File: config.mk
export PLATFORM = sky130hd
export DESIGN_NAME = mdu_iter
export DESIGN_NICKNAME = d
export VERILOG_FILES = /design/src/rtl/mdu_iter.sv
export SDC_FILE = /design/constraint.sdc
export NUM_CORES = 2
export LEC_CHECK = 0
export CORE_MARGIN = 1
export CORE_UTILIZATION = 50
export CTS_CLUSTER_DIAMETER = 200
export DETAILED_ROUTE_END_ITERATION = 7
export PLACE_DENSITY_LB_ADDON = 0.15
export RECOVER_POWER = 50
export SETUP_SLACK_MARGIN = 0.05
export SYNTH_ARGS = -nofsm -noshare
export SYNTH_HDL_FRONTEND = slang
export SYNTH_SLANG_ARGS = --single-unit
export TNS_END_PERCENT = 20
File: constraint.sdc
create_clock -name clk -period 33.9 [get_ports clk]
set_input_delay 5.085 -clock clk [delete_from_list [all_inputs] [get_ports clk]]
set_output_delay 5.085 -clock clk [all_outputs]
set_load 0.05 [all_outputs]
File: src/rtl/mdu_iter.sv
// mdu_iter: E-stage multiply/divide unit owning HI/LO, with an iterative radix-2 divider.
// Define MDU_MADD_EN to decode MADD/MADDU/MSUB/MSUBU (ops 7-10); otherwise those ops are NOPs.
module mdu_iter #(
   parameter int unsigned WIDTH   = 32,
   parameter int unsigned MUL_LAT = 5
) (
   input  logic             clk,
   input  logic             reset,
   input  logic             start,
   input  logic [3:0]       op,
   input  logic [WIDTH-1:0] d1,
   input  logic [WIDTH-1:0] d2,
   input  logic             flush,
   output logic             busy,
   output logic             done,
   output logic [WIDTH-1:0] hi,
   output logic [WIDTH-1:0] lo
);
   localparam int unsigned      CNT_MAX  = (MUL_LAT > WIDTH) ? MUL_LAT : WIDTH;
   localparam int unsigned      CNT_W    = $clog2(CNT_MAX + 1);
   localparam logic [CNT_W-1:0] MUL_LAST = CNT_W'(MUL_LAT);
   localparam logic [CNT_W-1:0] DIV_LAST = CNT_W'(WIDTH - 1);
   localparam logic [CNT_W-1:0] CNT_ONE  = CNT_W'(1);

   typedef enum logic [1:0] {S_IDLE, S_MUL, S_DIV, S_FIX} state_e;
   typedef enum logic [1:0] {ACC_NONE, ACC_ADD, ACC_SUB} acc_e;
   typedef enum logic [3:0] {
      OP_NOP, OP_MULT, OP_MULTU, OP_DIV, OP_DIVU, OP_MTHI, OP_MTLO,
      OP_MADD, OP_MADDU, OP_MSUB, OP_MSUBU
   } op_e;

   state_e             state_q, state_d;
   acc_e               acc_q, acc_d;
   logic [CNT_W-1:0]   cnt_q, cnt_d;
   logic [2*WIDTH-1:0] prod_q, prod_d;
   logic [WIDTH-1:0]   quo_q, quo_d, rem_q, rem_d, dvs_q, dvs_d;
   logic               dvd_neg_q, dvd_neg_d, dvs_neg_q, dvs_neg_d, div0_q, div0_d;
   logic [WIDTH-1:0]   hi_q, hi_d, lo_q, lo_d;
   logic               busy_q, busy_d, done_q, done_d;

   logic               accept, mul_sgn, div_sgn;
   logic [2*WIDTH-1:0] mul_a, mul_b;
   logic [WIDTH:0]     rem_w, rem_diff;

   always_comb begin
      state_d   = state_q;
      acc_d     = acc_q;
      cnt_d     = cnt_q;
      prod_d    = prod_q;
      quo_d     = quo_q;
      rem_d     = rem_q;
      dvs_d     = dvs_q;
      dvd_neg_d = dvd_neg_q;
      dvs_neg_d = dvs_neg_q;
      div0_d    = div0_q;
      hi_d      = hi_q;
      lo_d      = lo_q;
      done_d    = 1'b0;

      accept   = start && !flush && (state_q == S_IDLE);
      mul_sgn  = (op == OP_MULT) || (op == OP_MADD) || (op == OP_MSUB);
      div_sgn  = (op == OP_DIV);
      mul_a    = mul_sgn ? {{WIDTH{d1[WIDTH-1]}}, d1} : {{WIDTH{1'b0}}, d1};
      mul_b    = mul_sgn ? {{WIDTH{d2[WIDTH-1]}}, d2} : {{WIDTH{1'b0}}, d2};
      rem_w    = {rem_q, quo_q[WIDTH-1]};
      rem_diff = rem_w - {1'b0, dvs_q};

      case (state_q)
         S_IDLE: begin
            if (accept) begin
               case (op)
                  OP_MULT, OP_MULTU: begin
                     prod_d  = mul_a * mul_b;
                     acc_d   = ACC_NONE;
                     cnt_d   = CNT_ONE;
                     state_d = S_MUL;
                  end
`ifdef MDU_MADD_EN
                  OP_MADD, OP_MADDU: begin
                     prod_d  = mul_a * mul_b;
                     acc_d   = ACC_ADD;
                     cnt_d   = CNT_ONE;
                     state_d = S_MUL;
                  end
                  OP_MSUB, OP_MSUBU: begin
                     prod_d  = mul_a * mul_b;
                     acc_d   = ACC_SUB;
                     cnt_d   = CNT_ONE;
                     state_d = S_MUL;
                  end
`endif
                  OP_DIV, OP_DIVU: begin
                     // Divide magnitudes; the signs are reapplied in FIX.
                     dvd_neg_d = div_sgn & d1[WIDTH-1];
                     dvs_neg_d = div_sgn & d2[WIDTH-1];
                     quo_d     = (div_sgn && d1[WIDTH-1]) ? -d1 : d1;
                     dvs_d     = (div_sgn && d2[WIDTH-1]) ? -d2 : d2;
                     rem_d     = '0;
                     div0_d    = (d2 == '0);
                     cnt_d     = '0;
                     state_d   = S_DIV;
                  end
                  OP_MTHI: hi_d = d1;
                  OP_MTLO: lo_d = d1;
                  default: ;
               endcase
            end
         end
         S_MUL: begin
            if (flush) begin
               state_d = S_IDLE;
            end else if (cnt_q == MUL_LAST) begin
               case (acc_q)
                  ACC_ADD: {hi_d, lo_d} = {hi_q, lo_q} + prod_q;
                  ACC_SUB: {hi_d, lo_d} = {hi_q, lo_q} - prod_q;
                  default: {hi_d, lo_d} = prod_q;
               endcase
               done_d  = 1'b1;
               state_d = S_IDLE;
            end else begin
               cnt_d = cnt_q + CNT_ONE;
            end
         end
         S_DIV: begin
            if (flush) begin
               state_d = S_IDLE;
            end else begin
               // A zero divisor naturally yields all-ones quotient and rem = |dividend|.
               if (!rem_diff[WIDTH]) begin
                  rem_d = rem_diff[WIDTH-1:0];
                  quo_d = {quo_q[WIDTH-2:0], 1'b1};
               end else begin
                  rem_d = rem_w[WIDTH-1:0];
                  quo_d = {quo_q[WIDTH-2:0], 1'b0};
               end
               if (cnt_q == DIV_LAST) state_d = S_FIX;
               else                   cnt_d   = cnt_q + CNT_ONE;
            end
         end
         S_FIX: begin
            if (flush) begin
               state_d = S_IDLE;
            end else begin
               lo_d    = div0_q ? '1 : ((dvd_neg_q ^ dvs_neg_q) ? -quo_q : quo_q);
               hi_d    = dvd_neg_q ? -rem_q : rem_q;
               done_d  = 1'b1;
               state_d = S_IDLE;
            end
         end
         default: state_d = S_IDLE;
      endcase

      busy_d = (state_d != S_IDLE);
   end

   always_ff @(posedge clk) begin
      if (reset) begin
         state_q   <= S_IDLE;
         acc_q     <= ACC_NONE;
         cnt_q     <= '0;
         prod_q    <= '0;
         quo_q     <= '0;
         rem_q     <= '0;
         dvs_q     <= '0;
         dvd_neg_q <= 1'b0;
         dvs_neg_q <= 1'b0;
         div0_q    <= 1'b0;
         hi_q      <= '0;
         lo_q      <= '0;
         busy_q    <= 1'b0;
         done_q    <= 1'b0;
      end else begin
         state_q   <= state_d;
         acc_q     <= acc_d;
         cnt_q     <= cnt_d;
         prod_q    <= prod_d;
         quo_q     <= quo_d;
         rem_q     <= rem_d;
         dvs_q     <= dvs_d;
         dvd_neg_q <= dvd_neg_d;
         dvs_neg_q <= dvs_neg_d;
         div0_q    <= div0_d;
         hi_q      <= hi_d;
         lo_q      <= lo_d;
         busy_q    <= busy_d;
         done_q    <= done_d;
      end
   end

   assign busy = busy_q;
   assign done = done_q;
   assign hi   = hi_q;
   assign lo   = lo_q;
endmodule
==> results by group <==
Synth
  – Synthesized cell area: 0.06148 sq mm
  – Top cell type's share of synthesized area: 46.20%
  – Most used DFF post-synth: dfxtp_1
  – Cells after Synth: 6,995
  – Post-synth ARST share: 0%
  – Top-count cell post-synth: inv_1
  – Syn_nets: 8,841
  – Commonest cells in the netlist: inv_1, fa_1, nand2_1
  – Register area share after synthesis: 7.717%
  – Area leader, netlist: fa_1
  – Distinct cells, synth: 80
  – Yosys warns: 0
  – Post-synth EDFFs: 0
  – Yosys reg bits: 237
  – Synth area leaders: fa_1, inv_1, dfxtp_1
  – Syn Area/Cell: 8.789 sq um

Global routing
  – Gr usage total: 32.62%
  – Initial antenna violation count: 8
  – Vias in the first global route: 48,830
  – Largest net degree at the start of global routing: 79
  – First-pass GRT wire length: 304.7 mm
  – GRT overflow: 0

Drt
  – Final routed wire length divided by cell count: 23.34 um
  – DRC: 0
  – Final wirelength: 198.1 mm
  – DR vias: 46,900
  – Routed Antenna Nets: 0
  – Via density: 5.524
  – Initial drt markers: 3,837
  – Drt pass-1 iters: 5

Setup path
  – Max Fanout on Critical Path: 23
  – FF-to-FF End: lo[0]
  – Critical path endpoint: prod_q[63]
  – Worst EP arrival: 16.18 ns
  – Register-to-register setup slack: 28.84 ns
  – CP Capture Type: register
  – Crit Path Class: primary input to register
  – Most used cell, CP: fa_1
  – Reg2Reg Depth: 12
  – Slowest-stage cell, CP: fa_1
  – Crit Reg-Reg Startpoint: state_q[1]
  – Top Family by Delay on Critical Path: adder cells
  – Levels on crit path: 32
  – Bufs and invs on worst path: 7
  – Worst setup path startpoint: op[2]
  – Worst path max stage delay: 0.84 ns
  – Critical path launch point type: primary input
  – CP Data Required Time: 34.31 ns

Placement
  – IO buf count: 137
  – Dpl cells: 8,442
  – RePlAce Congestion: 1.013
  – Post-DP HPWL: 157.3 mm
  – Place WS: 17.63 ns

STA
  – Min cycle time layout: 15.77 ns
  – Final setup TNS: 0 ns
  – Tcrit/Tclk final: 46.52%
  – Pin slew with the least headroom to its limit: 2.912 ns
  – Rel. slew slack: -94.15%
  – Clock skew: 0.008635 ns
  – # setup viols final: 0
  – Max Freq: 63.41 MHz
  – Final WS setup: 18.13 ns
  – Final slew viol count: 165
  – RSZ-0062 raised after global routing: no
  – Hold Fails Final Rpt: 0

Status
  – Failing checks: capacitance limit, slew limit
  – Outcome: finished with violations

Hold path
  – Hold Crit Class: register to register

CTS
  – CTS root buf: clkbuf_16
  – H-Tree Depth: 1
  – CTS tree: yes
  – Setup bufs post-CTS: 0
  – Cts repair resizes: 0
  – Clock slew at reported path FFs: 0.06 ns
  – Worst-Skew Late Latency: 0.55 ns
  – Clk buf depth: 3
  – CTS Hold Buffers Added: 0
  – Num Clock Sinks: 237
  – CTS Buf Count: 25

Finish
  – Share of cells above drive strength 1: 2.974%
  – Synth-to-Final Area Change: 5.185%
  – Final Instance Count excl. Fillers: 8,489
  – Nets: 8,690

Die
  – Die X: 352.7 um
  – Die area: 0.1244 sq mm
  – I/O Pins: 138
  – Std cell rows: 128
  – Die Height: 352.7 um
  – Core Area: 0.1219 sq mm
  – Initial Util: 50.45%

Job
  – Max-Cap Viols: 3
## layer usage
metal / GRT usage, % / vias to the layer above / share of wire, %
met5: 0 / - / 0.011
met4: 13.16 / 4 / 4.6
met3: 4.357 / 347 / 7.7
met2: 51.65 / 1909 / 45
met1: 45.35 / 24030 / 42
li1: - / 20610 / -
## final cells by class
type | count | area, sq um
Multi-Input combinational cell | 4743 | 49200
Clock inverter | 5 | 38.79
Clock buffer | 37 | 710.7
Inverter | 1602 | 6013
Timing Repair Buffer | 235 | 1916
Sequential cell | 237 | 4745
Tap cell | 1625 | 2033
Fill cell | 11550 | 57210
Antenna cell | 5 | 12.51
## registers in the layout (all words and copies together) (netlist names)
| signal | count |
|---|---|
| prod_q | 64 |
| dvs_q | 32 |
| hi | 32 |
| lo | 32 |
| quo_q | 32 |
| rem_q | 32 |
| cnt_q | 6 |
| state_q | 2 |
| busy | 1 |
| div0_q | 1 |
| done | 1 |
| dvd_neg_q | 1 |
| dvs_neg_q | 1 |
## how the worst min path moves through the flow
stage / slack, ns / from / cells past startpoint / endpoint
floorplan: 0.43 / dvs_q[20] / 2 / dvs_q[20]
global placement: 0.44 / prod_q[11] / 2 / prod_q[11]
detailed placement: 0.45 / prod_q[48] / 2 / prod_q[48]
CTS: 0.45 / prod_q[48] / 2 / prod_q[48]
global route: 0.46 / prod_q[11] / 2 / prod_q[11]
finish: 0.45 / prod_q[11] / 2 / prod_q[11]
## layout by cell type (no fill, tap or decap), drive strengths merged, types with 180 or more instances in the layout
cell type / count
fa: 1419
o21ai: 182
dfxtp: 237
xnor2: 180
and2: 382
ha: 355
inv: 1604
nand2: 1055
a21oi: 221
nor2: 241
## metrics by stage
stage,instance area (sq um),util [%],hold WS [ns]
after floorplan,61480,-,0.4319
after CTS,64660,53.06,0.4538
after global placement,63920,52.44,0.4418
after detailed placement,63920,52.44,0.4469
after global routing,64660,53.05,0.4649
final,64670,53.06,0.4539
## logic make-up (layout without fill, tap and decap cells)
logic type / count (synthesis) / after routing / share of synthesized area (%)
mux: 32 / 32 / 0.5230
simple gates: 1898 / 1898 / 13.99
fa+ha+maj: 1775 / 1775 / 53.45
compound gates: 774 / 774 / 8.177
other cells: 0 / 5 / 0
xor+xnor: 264 / 264 / 3.814
flops: 237 / 237 / 7.717
buf+inv: 2015 / 1879 / 12.34
## worst min-delay path, stage by stage (launching register included)
cell and delay (ns):
dfxtp_1 0.31, nand2_1 0.05, a21oi_1 0.05
Power is not shown: default switching activity piles up to over one toggle a cycle in this logic, so the estimate is an artifact.
